===== src/rtl/nw_traceback.sv =====
// rtl/nw_traceback.sv - Needleman-Wunsch traceback engine streaming aligned pairs from (N,N) back to (0,0)
module nw_traceback #(
    parameter int N        = 8,
    parameter int SCORE_W  = 8,
    parameter int ADDR_W   = $clog2((N + 1) * (N + 1)),
    parameter int MATCH    = 1,
    parameter int MISMATCH = -1,
    parameter int GAP      = -2,
    localparam int LEN_W   = $clog2(2 * N + 1)
) (
    input  logic               clk,
    input  logic               rst,
    input  logic               en_traceB,
    input  logic [2*N-1:0]     seq_a,
    input  logic [2*N-1:0]     seq_b,
    output logic               rd_en,
    output logic [ADDR_W-1:0]  rd_addr,
    input  logic [SCORE_W-1:0] rd_data,
    output logic               out_valid,
    output logic [2:0]         out_a,
    output logic [2:0]         out_b,
    output logic [1:0]         out_op,
    output logic [LEN_W-1:0]   align_len,
    output logic               end_traceB
);

    localparam int IW = $clog2(N + 1);
    localparam int EW = SCORE_W + 2;
    localparam logic signed [EW-1:0] MATCH_E    = EW'(MATCH);
    localparam logic signed [EW-1:0] MISMATCH_E = EW'(MISMATCH);
    localparam logic signed [EW-1:0] GAP_E      = EW'(GAP);

    typedef enum logic [3:0] {
        IDLE, LOAD, CAPT, STEP, RD_UP, RD_LEFT, DEC, DONE, WAIT_REL
    } state_t;

    state_t             state, nxt_state;
    logic [IW-1:0]      i, j, nxt_i, nxt_j;
    logic [SCORE_W-1:0] cur, d, u;
    logic [1:0]         dec_op;
    logic               chars_eq;
    logic signed [EW-1:0] s_e;
    logic [1:0]         a_i, b_j, a_ni, b_nj;

    logic               rd_en_d, out_valid_d, end_d, emit;
    logic [ADDR_W-1:0]  rd_addr_d;
    logic [2:0]         out_a_d, out_b_d;
    logic [1:0]         out_op_d;
    logic [LEN_W-1:0]   align_len_d;

    function automatic logic [ADDR_W-1:0] addr_of(input logic [IW-1:0] ii, input logic [IW-1:0] jj);
        return ADDR_W'(int'(ii) * (N + 1) + int'(jj));
    endfunction

    // Character k is 1-based; k=0 yields 00 and is never consumed.
    function automatic logic [1:0] chr(input logic [2*N-1:0] s, input logic [IW-1:0] k);
        logic [2*N+1:0] t;
        t = {s, 2'b00} >> (2 * k);
        return t[1:0];
    endfunction

    function automatic logic signed [EW-1:0] sx(input logic [SCORE_W-1:0] v);
        return {{2{v[SCORE_W-1]}}, v};
    endfunction

    assign a_i  = chr(seq_a, i);
    assign b_j  = chr(seq_b, j);
    assign a_ni = chr(seq_a, nxt_i);
    assign b_nj = chr(seq_b, nxt_j);

    // Evaluated in RD_LEFT, where rd_data carries the up-neighbour score.
    // Left is the fallback, so the left score is not needed for the decision.
    always_comb begin
        chars_eq = (a_i == b_j);
        s_e      = chars_eq ? MATCH_E : MISMATCH_E;
        if (sx(cur) == sx(d) + s_e)
            dec_op = chars_eq ? 2'b00 : 2'b01;
        else if (sx(cur) == sx(rd_data) + GAP_E)
            dec_op = 2'b10;
        else
            dec_op = 2'b11;
    end

    always_ff @(posedge clk or posedge rst) begin
        if (rst)
            state <= IDLE;
        else
            state <= nxt_state;
    end

    always_comb begin
        nxt_state = state;
        nxt_i     = i;
        nxt_j     = j;
        case (state)
            IDLE: begin
                if (en_traceB) begin
                    nxt_state = LOAD;
                    nxt_i     = IW'(N);
                    nxt_j     = IW'(N);
                end
            end
            LOAD:    nxt_state = CAPT;
            CAPT:    nxt_state = STEP;
            STEP: begin
                if (i == '0 && j == '0)
                    nxt_state = DONE;
                else if (i == '0)
                    nxt_j = j - 1'b1;
                else if (j == '0)
                    nxt_i = i - 1'b1;
                else
                    nxt_state = RD_UP;
            end
            RD_UP:   nxt_state = RD_LEFT;
            RD_LEFT: nxt_state = DEC;
            DEC: begin
                nxt_state = STEP;
                if (out_op != 2'b11)
                    nxt_i = i - 1'b1;
                if (out_op != 2'b10)
                    nxt_j = j - 1'b1;
            end
            DONE:    nxt_state = WAIT_REL;
            WAIT_REL: begin
                if (!en_traceB)
                    nxt_state = IDLE;
            end
            default: nxt_state = IDLE;
        endcase
        if (!en_traceB && state != IDLE && state != WAIT_REL)
            nxt_state = IDLE;
    end

    // Outputs are registered, so they are derived from the state and
    // coordinates the engine is about to enter.
    always_comb begin
        rd_en_d     = 1'b0;
        rd_addr_d   = rd_addr;
        out_valid_d = 1'b0;
        out_a_d     = out_a;
        out_b_d     = out_b;
        out_op_d    = out_op;
        align_len_d = align_len;
        end_d       = 1'b0;
        emit        = 1'b0;
        case (nxt_state)
            LOAD: begin
                rd_en_d     = 1'b1;
                rd_addr_d   = addr_of(IW'(N), IW'(N));
                align_len_d = '0;
            end
            STEP: begin
                if (nxt_i != '0 && nxt_j != '0) begin
                    rd_en_d   = 1'b1;
                    rd_addr_d = addr_of(nxt_i - 1'b1, nxt_j - 1'b1);
                end else if (nxt_i == '0 && nxt_j != '0) begin
                    emit     = 1'b1;
                    out_a_d  = 3'b100;
                    out_b_d  = {1'b0, b_nj};
                    out_op_d = 2'b11;
                end else if (nxt_j == '0 && nxt_i != '0) begin
                    emit     = 1'b1;
                    out_a_d  = {1'b0, a_ni};
                    out_b_d  = 3'b100;
                    out_op_d = 2'b10;
                end
            end
            RD_UP: begin
                rd_en_d   = 1'b1;
                rd_addr_d = addr_of(i - 1'b1, j);
            end
            RD_LEFT: begin
                rd_en_d   = 1'b1;
                rd_addr_d = addr_of(i, j - 1'b1);
            end
            DEC: begin
                emit     = 1'b1;
                out_op_d = dec_op;
                out_a_d  = (dec_op == 2'b11) ? 3'b100 : {1'b0, a_i};
                out_b_d  = (dec_op == 2'b10) ? 3'b100 : {1'b0, b_j};
            end
            DONE:    end_d = 1'b1;
            default: ;
        endcase
        if (emit) begin
            out_valid_d = 1'b1;
            align_len_d = align_len + 1'b1;
        end
    end

    always_ff @(posedge clk or posedge rst) begin
        if (rst) begin
            i          <= '0;
            j          <= '0;
            cur        <= '0;
            d          <= '0;
            u          <= '0;
            rd_en      <= 1'b0;
            rd_addr    <= '0;
            out_valid  <= 1'b0;
            out_a      <= '0;
            out_b      <= '0;
            out_op     <= '0;
            align_len  <= '0;
            end_traceB <= 1'b0;
        end else begin
            i          <= nxt_i;
            j          <= nxt_j;
            rd_en      <= rd_en_d;
            rd_addr    <= rd_addr_d;
            out_valid  <= out_valid_d;
            out_a      <= out_a_d;
            out_b      <= out_b_d;
            out_op     <= out_op_d;
            align_len  <= align_len_d;
            end_traceB <= end_d;
            case (state)
                CAPT:    cur <= rd_data;
                RD_UP:   d   <= rd_data;
                RD_LEFT: u   <= rd_data;
                DEC: begin
                    case (out_op)
                        2'b10:   cur <= u;
                        2'b11:   cur <= rd_data;
                        default: cur <= d;
                    endcase
                end
                default: ;
            endcase
        end
    end

endmodule


===== config.mk =====
export PLATFORM = sky130hd
export DESIGN_NAME = nw_traceback
export DESIGN_NICKNAME = d
export VERILOG_FILES = /design/src/rtl/nw_traceback.sv
export SDC_FILE = /design/constraint.sdc
export NUM_CORES = 1
export LEC_CHECK = 0
export CAP_MARGIN = 20
export CORE_ASPECT_RATIO = 0.5
export CORE_MARGIN = 2
export CORE_UTILIZATION = 27
export CTS_BUF_LIST = sky130_fd_sc_hd__clkbuf_8 sky130_fd_sc_hd__clkbuf_16
export CTS_CLUSTER_SIZE = 12
export DETAILED_ROUTE_END_ITERATION = 8
export GPL_TIMING_DRIVEN = 1
export PLACE_DENSITY = 0.43
export SYNTH_ARGS = -nofsm -noshare
export SYNTH_HDL_FRONTEND = slang
export SYNTH_SLANG_ARGS = --single-unit

===== constraint.sdc =====
create_clock -name clk -period 6.1 [get_ports clk]
set_clock_uncertainty 0.05 [all_clocks]
set_input_delay 1.22 -clock clk [delete_from_list [all_inputs] [get_ports clk]]
set_output_delay 1.22 -clock clk [all_outputs]
set_load 0.02 [all_outputs]

After elaboration in Yosys (flattened, before gate mapping)
Index checks and enable logic that the tools add are counted.
{"block": "totals", "register_bits": 59, "latch_bits": 0, "ramBits": 0, "rom_bits": 0, "mem_count": 0}
{"block": "classes", "addsub": 10, "mul": 3, "div_mod_pow": 0, "magnitude_cmp": 0, "eq_ne": 27, "n_shift": 4, "n_mux": 50, "bitwise": 0, "reduce_logical": 23}
{"operator": "$shr A18 B5 Y2", "n": 4}
{"operator": "$mux W4", "n": 15}
{"operator": "$eq A4 B3 Y1 const B", "n": 8}
{"operator": "$pmux W4 S8", "n": 1}
{"operator": "$pmux W8 S2", "n": 2}
{"operator": "$pmux W7 S4", "n": 1}
{"operator": "$mux W3", "n": 8}
{"operator": "$pmux W4 S3", "n": 2}
{"operator": "$add A7 B4 Y7", "n": 3}
{"operator": "$mul A4 B4 Y7 const B", "n": 3}
{"operator": "$logic_not A4 Y1", "n": 5}
{"operator": "$reduce_bool A4 Y1", "n": 4}
{"operator": "$sub A4 B1 Y4 const B", "n": 4}
{"operator": "$eq A4 B2 Y1 const B", "n": 3}
{"operator": "$pmux W3 S2", "n": 2}
{"operator": "$add A8 B10 Y10", "n": 1}
{"operator": "$eq A8 B10 Y1", "n": 1}
{"operator": "$mux W10", "n": 1}
{"operator": "$mux W5", "n": 2}
{"operator": "$add A8 B2 Y9 const B", "n": 1}
{"operator": "$eq A8 B9 Y1", "n": 1}
{"operator": "$eq A2 B2 Y1 const B", "n": 4}
{"operator": "$eq A4 B1 Y1 const B", "n": 2}
{"operator": "$mux W1", "n": 8}
{"operator": "other kinds (17)", "n": 31}

Depth between registers and ports, before layout
Gate-level depths: netlist of the first run.
{"block": "depth", "word_depth": 12, "depth_mapped": 21}

Worst setup path after synthesis of the first run
No wires, ideal clock.
{"block": "synth_timing", "kind": "input -> register", "startpoint": "in en_traceB", "endpoint": "reg out_b[1]", "t_arrival_ns": 4.190, "setup_slack_ns": 1.731, "path_stages": 16, "path_buffers": 1, "path_cell_list": "nor4b_2 -> a211oi_1 -> nor3_1 -> o22ai_1 -> inv_1 -> ha_1 -> or3b_2 -> ha_1 -> a211oi_1 -> nor2b_1 -> nand2_1 -> nor3_1 -> o21ai_0 -> clkbuf_1 -> a221oi_1 -> a21oi_1"}
{"block": "synth_between", "elab_chain_len": 7, "word_cells_on_any_way": 28, "cone_classes": "eq/ne (4); shift (1); mux (11); reduce/logical (12)"}
{"element": "from (decl)", "line_no": "13", "rtl": "input logic en_traceB,"}
{"element": "$mux W4 (*)", "line_no": "97", "rtl": "if (en_traceB) begin"}
{"element": "$pmux W4 S3 (*)", "line_no": "95", "rtl": "case (state)"}
{"element": "via nxt_j[1]", "line_no": "38", "rtl": "logic [IW-1:0] i, j, nxt_i, nxt_j;"}
{"element": "parallel branches: the longest is 5 deep, another holds $shr A18 B5 Y2"}
{"element": "to (signal assigned)", "line_no": "214", "rtl": "out_b <= out_b_d;"}
{"element": "to (decl)", "line_no": "21", "rtl": "output logic [2:0] out_b,"}
Mark *: on every way through the listed nets, which the timed path passes. The select of a mux whose other input is x is not followed.
A chain may end at the register's enable or synchronous reset.

Worst setup path after layout of the first run
{"block": "layout_timing", "startpoint": "in seq_a[4]", "endpoint": "reg out_b[1]"}
{"block": "layout_between", "elab_chain_len": 9, "word_cells_on_any_way": 10, "cone_classes": "add/sub (1); eq/ne (3); shift (1); mux (5)"}
{"element": "from (decl)", "line_no": "14", "rtl": "input logic [2*N-1:0] seq_a,"}
{"element": "$shr A18 B5 Y2 (*)", "line_no": "58", "rtl": "t = {s, 2'b00} >> (2 * k);"}
{"element": "$eq A2 B2 Y1 (*)", "line_no": "74", "rtl": "chars_eq = (a_i == b_j);"}
{"element": "$mux W10", "line_no": "75", "rtl": "s_e = chars_eq ? MATCH_E : MISMATCH_E;"}
{"element": "$add A8 B10 Y10", "line_no": "76", "rtl": "if (sx(cur) == sx(d) + s_e)"}
{"element": "$eq A8 B10 Y1", "line_no": "76"}
{"element": "$mux W2 (*)", "line_no": "76"}
{"element": "$eq A2 B2 Y1 (*)", "line_no": "181", "rtl": "out_b_d = (dec_op == 2'b10) ? 3'b100 : {1'b0, b_j};"}
{"element": "$mux W3 (*)", "line_no": "181"}
{"element": "$pmux W3 S2 (*)", "line_no": "147", "rtl": "case (nxt_state)"}
Mark *: on every way between the ends. The rest lies on a longest branch, timed or not.

==> flow_metrics.env, run 1 <==
export IMPL_cts_hold_buf=0
export IMPL_synth_top_area_share_pct=27.1
export IMPL_syn_to_final_growth_pct=22.6
export IMPL_powerDensity_nw_per_um2=566
export IMPL_postSynthCellCount=588
export IMPL_vias=4610
export IMPL_outcome="finished, final reports clean"
export IMPL_row_count=36
export IMPL_crit_fanout=7
export IMPL_gp_congestion=0.800
export IMPL_synth_top_cell_by_area="dfrtp_1"
export IMPL_coreArea_um2=19600
export IMPL_clock_fmax_mhz=193
export IMPL_worst_setup_path_end_kind="flop"
export IMPL_syn_area_um2=5450
export IMPL_synth_xor_xnor_area_share_pct=6.84
export IMPL_route_final_wire_length_um=16200
export IMPL_vias_per_cell=5.01
export IMPL_cts_sinks=59
export IMPL_place_inst=903
export IMPL_tns_ns=0
export IMPL_synth_compound_area_share_pct=21.6
export IMPL_synth_top_family_by_area="compound AO/OA/AOI/OAI gates"
export IMPL_muxShareOfSynthArea_pct=8.15
export IMPL_synthMostInstantiatedCell="dfrtp_1"
export IMPL_cts_resized=0
export IMPL_synth_ff_type="dfrtp_1"
export IMPL_grt_max_degree=60
export IMPL_leakage_nw=2.75
export IMPL_layoutNonFillerInstCount=920
export IMPL_detail_route_antenna_nets=0
export IMPL_drc=0
export IMPL_synth_nets=685
export IMPL_grt_overflow_total=0
export IMPL_synth_warnings=0
export IMPL_first_global_vias=4608
export IMPL_htree_levels=3
export IMPL_drt_first_pass_iters=4
export IMPL_final_max_slew_viol_count=0
export IMPL_antennaDiodeCount=0
export IMPL_dpl_hpwl_um=12400
export IMPL_ys_types=81
export IMPL_drtIter0Drc=235
export IMPL_final_nets=746
export IMPL_antenna_found_initial=1
export IMPL_start_kind="input pin"
export IMPL_routedWlPerCell_um=17.6
export IMPL_clockRootBuffer="clkbuf_16"
export IMPL_cts_path_max_buffers=2
export IMPL_path_clk_slew_ns=0.06
export IMPL_synth_edf_count=0
export IMPL_max_cap_viol_count=0
export IMPL_crit_required_ns=6.31
export IMPL_final_period_utilization_pct=85.1
export IMPL_ios=66
export IMPL_grt_pass1_wl_um=26200
export IMPL_layout_drive_gt1_share_pct=11.6
export IMPL_arrival_ns=5.40
export IMPL_start_util_pct=27.8
export IMPL_cts_tree="done"
export IMPL_synth_fa_ha_area_share_pct=12.9
export IMPL_avgSynthCellArea_um2=9.27
export IMPL_setup_violations=0
export IMPL_cts_buffers=9
export IMPL_stdcell_area_um2=6690
export IMPL_placed_area_um2=6370
export IMPL_synthSimpleGateAreaFrac_pct=18.6
export IMPL_yosysSeqAreaShare_pct=27.1
export IMPL_hold_path_class="flop to flop"
export IMPL_hold_violations=0
export IMPL_synth_seq_cells=59
export IMPL_holdWs_ns=0.448
export IMPL_worst_pin_slew_ns=1.01
export IMPL_async_flop_share_pct=100
export IMPL_slew_headroom_pct=32.3
export IMPL_clk_latency_ns=0.33
export IMPL_rsz0062_at_grt="no"
export IMPL_irDropWorstVdd_uv=206
export IMPL_port_buffers=65
export IMPL_total_power_w=0.00378
export IMPL_synthTopCellsByArea="dfrtp_1, ha_1, xor2_1"
export IMPL_crit_type="input pin to flop"
export IMPL_fp_dieW_um=205
export IMPL_dieArea_um2=21400
export IMPL_die_h_um=104
export IMPL_postCtsSetupBuffers=0
export IMPL_grtUsageTotal_pct=15.7
export IMPL_synth_common_cells="dfrtp_1, ha_1, nand2_1"
export IMPL_min_period_ns=5.19
## power by group
part           internal, W  switching [W]  total (W)
combinational      0.00118        0.00136    0.00255
clock             0.000324       0.000216   0.000541
sequential        0.000518       0.000178   0.000696
## final timing paths
| check | start | endpoint | slack (ns) | depth (start not counted) |
|---|---|---|---|---|
| worst max-delay path | seq_a[4] | out_b[1] | 0.91 | 16 |
| worst min-delay path | out_b[2] | out_b[2] | 0.45 | 1 |
| worst max register to register | i[0] | rd_addr[6] | 0.97 | 17 |
| worst min register to register | out_b[2] | out_b[2] | 0.45 | 1 |
| max in group asynchronous | rst | rd_addr[6] | 4.06 | 3 |
| min in group asynchronous | rst | cur[3] | 1.40 | 3 |
## routing by layer
| layer | routed length (µm) | up-vias | track usage, % |
|---|---|---|---|
| met5 | 0 | - | 0 |
| met4 | 49 | 0 | 2.93 |
| met3 | 604 | 2 | 3.04 |
| met2 | 7570 | 63 | 24.9 |
| met1 | 7930 | 2237 | 22.0 |
| li1 | - | 2308 | - |
## critical path, cell delays in order
cell and delay (ns):
clkdlybuf4s50_1 0.53, mux4_2 0.27, nor2_1 0.04, o31ai_1 0.52, xor2_1 0.14, nor2_1 0.30, inv_1 0.22, ha_1 0.39
nor2b_1 0.20, o22ai_1 0.15, a211o_1 0.28, o2bb2ai_1 0.12, nor4_1 0.42, a31o_2 0.29, a221oi_1 0.11, a21oi_1 0.18
## layout by cell type, fill, tap and decap left out, drive strengths merged, types with 13 or more instances in the layout
master and n:
clkdlybuf4s50 65, dfrtp 59, ha 50, nand2 45
nor2 43, inv 36, a21oi 32, xor2 25
o21ai 23, mux2 19, a31oi 18, nor2b 16
xnor2 15, mux2i 14, a221oi 14, nor3 13
## cells by family after synthesis
family	Yosys count
AOI/OAI and AO/OA	157
muxes	37
adders and majority gates	54
DFF	59
xor gates and xnor gates	41
buffers and inverters	59
and+or+nand+nor	181
## state kept, by name (all words and copies together), names as in the netlist
register	count
align_len	5
cur	8
d	8
end_traceB	1
i	4
j	4
out_a	3
out_b	3
out_op	2
out_valid	1
rd_addr	7
rd_en	1
state	4
u	8
## metrics by stage
step	setup slack, ns	util (%)
2_1_floorplan	1.73	-
4_1_cts	0.921	34.0
3_3_place_gp	0.582	32.4
5_1_grt	0.506	34.1
6_report	0.908	34.1
3_5_place_dp	0.603	32.4
## final cells by class
class	instances	area, µm²
fillers	2055	13000
flip-flops and latches	59	1480
well taps	266	333
repair buffers	76	733
clock buffers	9	225
inverters	33	124
multi-input cells	470	3710
clock inverters	7	83.8
(Power assumes the default switching activity.)
==> inputs of run 2 (changes only) <==
==> constraint.sdc (replaced) <==
create_clock -name clk -period 6.1 [get_ports clk]
set_clock_uncertainty 0.05 [all_clocks]
set_input_delay 0.915 -clock clk [delete_from_list [all_inputs] [get_ports clk]]
set_output_delay 0.915 -clock clk [all_outputs]
set_load 0.02 [all_outputs]
==> flow_metrics.env, run 2 (synthesized netlist as in run 1, its figures left out) <==
export IMPL_vias_per_cell=5.12
export IMPL_row_count=36
export IMPL_power_switching_w=0.00176
export IMPL_max_cap_viol_count=0
export IMPL_detail_route_antenna_nets=0
export IMPL_setup_violations=0
export IMPL_start_kind="flop"
export IMPL_cts_hold_buf=0
export IMPL_final_max_slew_viol_count=0
export IMPL_fill_cells=2067
export IMPL_arrival_ns=5.41
export IMPL_clockRootBuffer="clkbuf_16"
export IMPL_irDropWorstVdd_uv=230
export IMPL_drt_first_pass_iters=5
export IMPL_final_common_cell="clkdlybuf4s50_1"
export IMPL_cts_path_max_buffers=2
export IMPL_htree_levels=3
export IMPL_tns_ns=0
export IMPL_leakage_nw=2.74
export IMPL_cts_tree="done"
export IMPL_antenna_found_initial=0
export IMPL_grt_pass1_wl_um=26000
export IMPL_top_regs="cur (8), d (8), u (8)"
export IMPL_fp_dieW_um=205
export IMPL_antennaDiodeCount=0
export IMPL_comb_power_share_pct=68.0
export IMPL_powerDensity_nw_per_um2=569
export IMPL_p_int_w=0.00204
export IMPL_final_nets=745
export IMPL_rsz0062_at_grt="no"
export IMPL_dieArea_um2=21400
export IMPL_drc=0
export IMPL_drtIter0Drc=308
export IMPL_hold_violations=0
export IMPL_min_period_ns=5.25
export IMPL_multiInputGateArea_um2=3710
export IMPL_start_util_pct=27.8
export IMPL_grt_overflow_total=0
export IMPL_syn_to_final_growth_pct=22.4
export IMPL_place_inst=903
export IMPL_final_period_utilization_pct=86.0
export IMPL_slew_headroom_pct=31.2
export IMPL_dpl_hpwl_um=12500
export IMPL_outcome="finished, final reports clean"
export IMPL_crit_required_ns=6.26
export IMPL_ios=66
export IMPL_clock_fmax_mhz=191
export IMPL_postCtsSetupBuffers=0
export IMPL_ff_latch_area_um2=1480
export IMPL_layout_drive_gt1_share_pct=11.5
export IMPL_port_buffers=65
export IMPL_routedWlPerCell_um=17.6
export IMPL_path_clk_slew_ns=0.05
export IMPL_hold_path_class="flop to flop"
export IMPL_first_global_vias=4706
export IMPL_cts_resized=0
export IMPL_grtUsageTotal_pct=15.5
export IMPL_p_clk_share_pct=13.8
export IMPL_crit_type="flop to flop"
export IMPL_vias=4705
export IMPL_layoutNonFillerInstCount=919
export IMPL_worst_pin_slew_ns=1.03
export IMPL_cts_sinks=59
export IMPL_seqPwrFrac_pct=18.2
export IMPL_crit_fanout=10
export IMPL_worst_setup_path_end_kind="flop"
export IMPL_grt_max_degree=60
export IMPL_gp_congestion=0.813
export IMPL_clk_latency_ns=0.34
export IMPL_swShare_pct=46.4
export IMPL_die_h_um=104
export IMPL_cts_buffers=9
export IMPL_final_cell_mix="clkdlybuf4s50_1, dfrtp_1, ha_1, nand2_1, nor2_1"
export IMPL_route_final_wire_length_um=16200
export IMPL_coreArea_um2=19600
-- run 2: layout make-up --
class / count / area share (%)
flip-flops and latches: 59 / 22.1
well taps: 266 / 4.99
inverters: 33 / 1.86
repair buffers: 75 / 10.9
clock buffers: 10 / 3.58
clock inverters: 6 / 0.956
multi-input cells: 470 / 55.6
-- run 2: per-stage QoR --
stage,util (%),hold slack (ns),total power (W),area (µm²),setup WS (ns)
floorplan,-,0.432,0.00263,5450,1.77
global placement,32.4,0.443,0.00328,6360,0.717
detailed placement,32.4,0.448,0.00328,6370,0.752
CTS,34.0,0.461,0.00384,6670,0.876
global route,34.0,0.467,0.00419,6670,0.545
finish,34.0,0.445,0.00380,6670,0.854
-- run 2: worst max-delay path: stages (launching register included) --
cell	delay (ns)
dfrtp_1	0.55
inv_1	0.29
ha_1	0.35
or3b_1	0.54
nor3_1	0.45
nor2_1	0.12
o22ai_1	0.34
inv_1	0.17
ha_1	0.22
xor2_1	0.16
ha_1	0.34
ha_1	0.31
a21o_1	0.17
a21oi_1	0.21
o21bai_1	0.09
a21oi_1	0.17
xnor3_1	0.24
a221oi_2	0.28
nor2_1	0.07
-- run 2: power groups by stage --
stage | sequential [W] | clock, W | combinational, W
after floorplan | 0.000663 | 0 | 0.00197
after global placement | 0.000707 | 0 | 0.00257
after detailed placement | 0.000705 | 0 | 0.00258
after CTS | 0.000698 | 0.000539 | 0.00260
after global routing | 0.000720 | 0.000556 | 0.00291
final | 0.000693 | 0.000523 | 0.00258
-- run 2: worst paths after layout --
kind	cells after the start	end	start	slack, ns
setup / recovery	18	rd_addr[6]	i[0]	0.85
hold / removal	1	out_b[2]	out_b[2]	0.44
setup reg to reg	18	rd_addr[6]	i[0]	0.85
hold reg to reg	1	out_b[2]	out_b[2]	0.44
max in group asynchronous	3	d[3]	rst	4.37
min in group asynchronous	3	align_len[1]	rst	1.09
-- run 2: per-layer routing --
| metal | global-route usage, % | vias to the layer above | wire length [µm] |
|---|---|---|---|
| met3 | 2.54 | 10 | 501 |
| li1 | - | 2306 | - |
| met1 | 21.7 | 2313 | 8000 |
| met2 | 25.1 | 76 | 7530 |
| met4 | 3.13 | 0 | 143 |
| met5 | 0 | - | 0 |
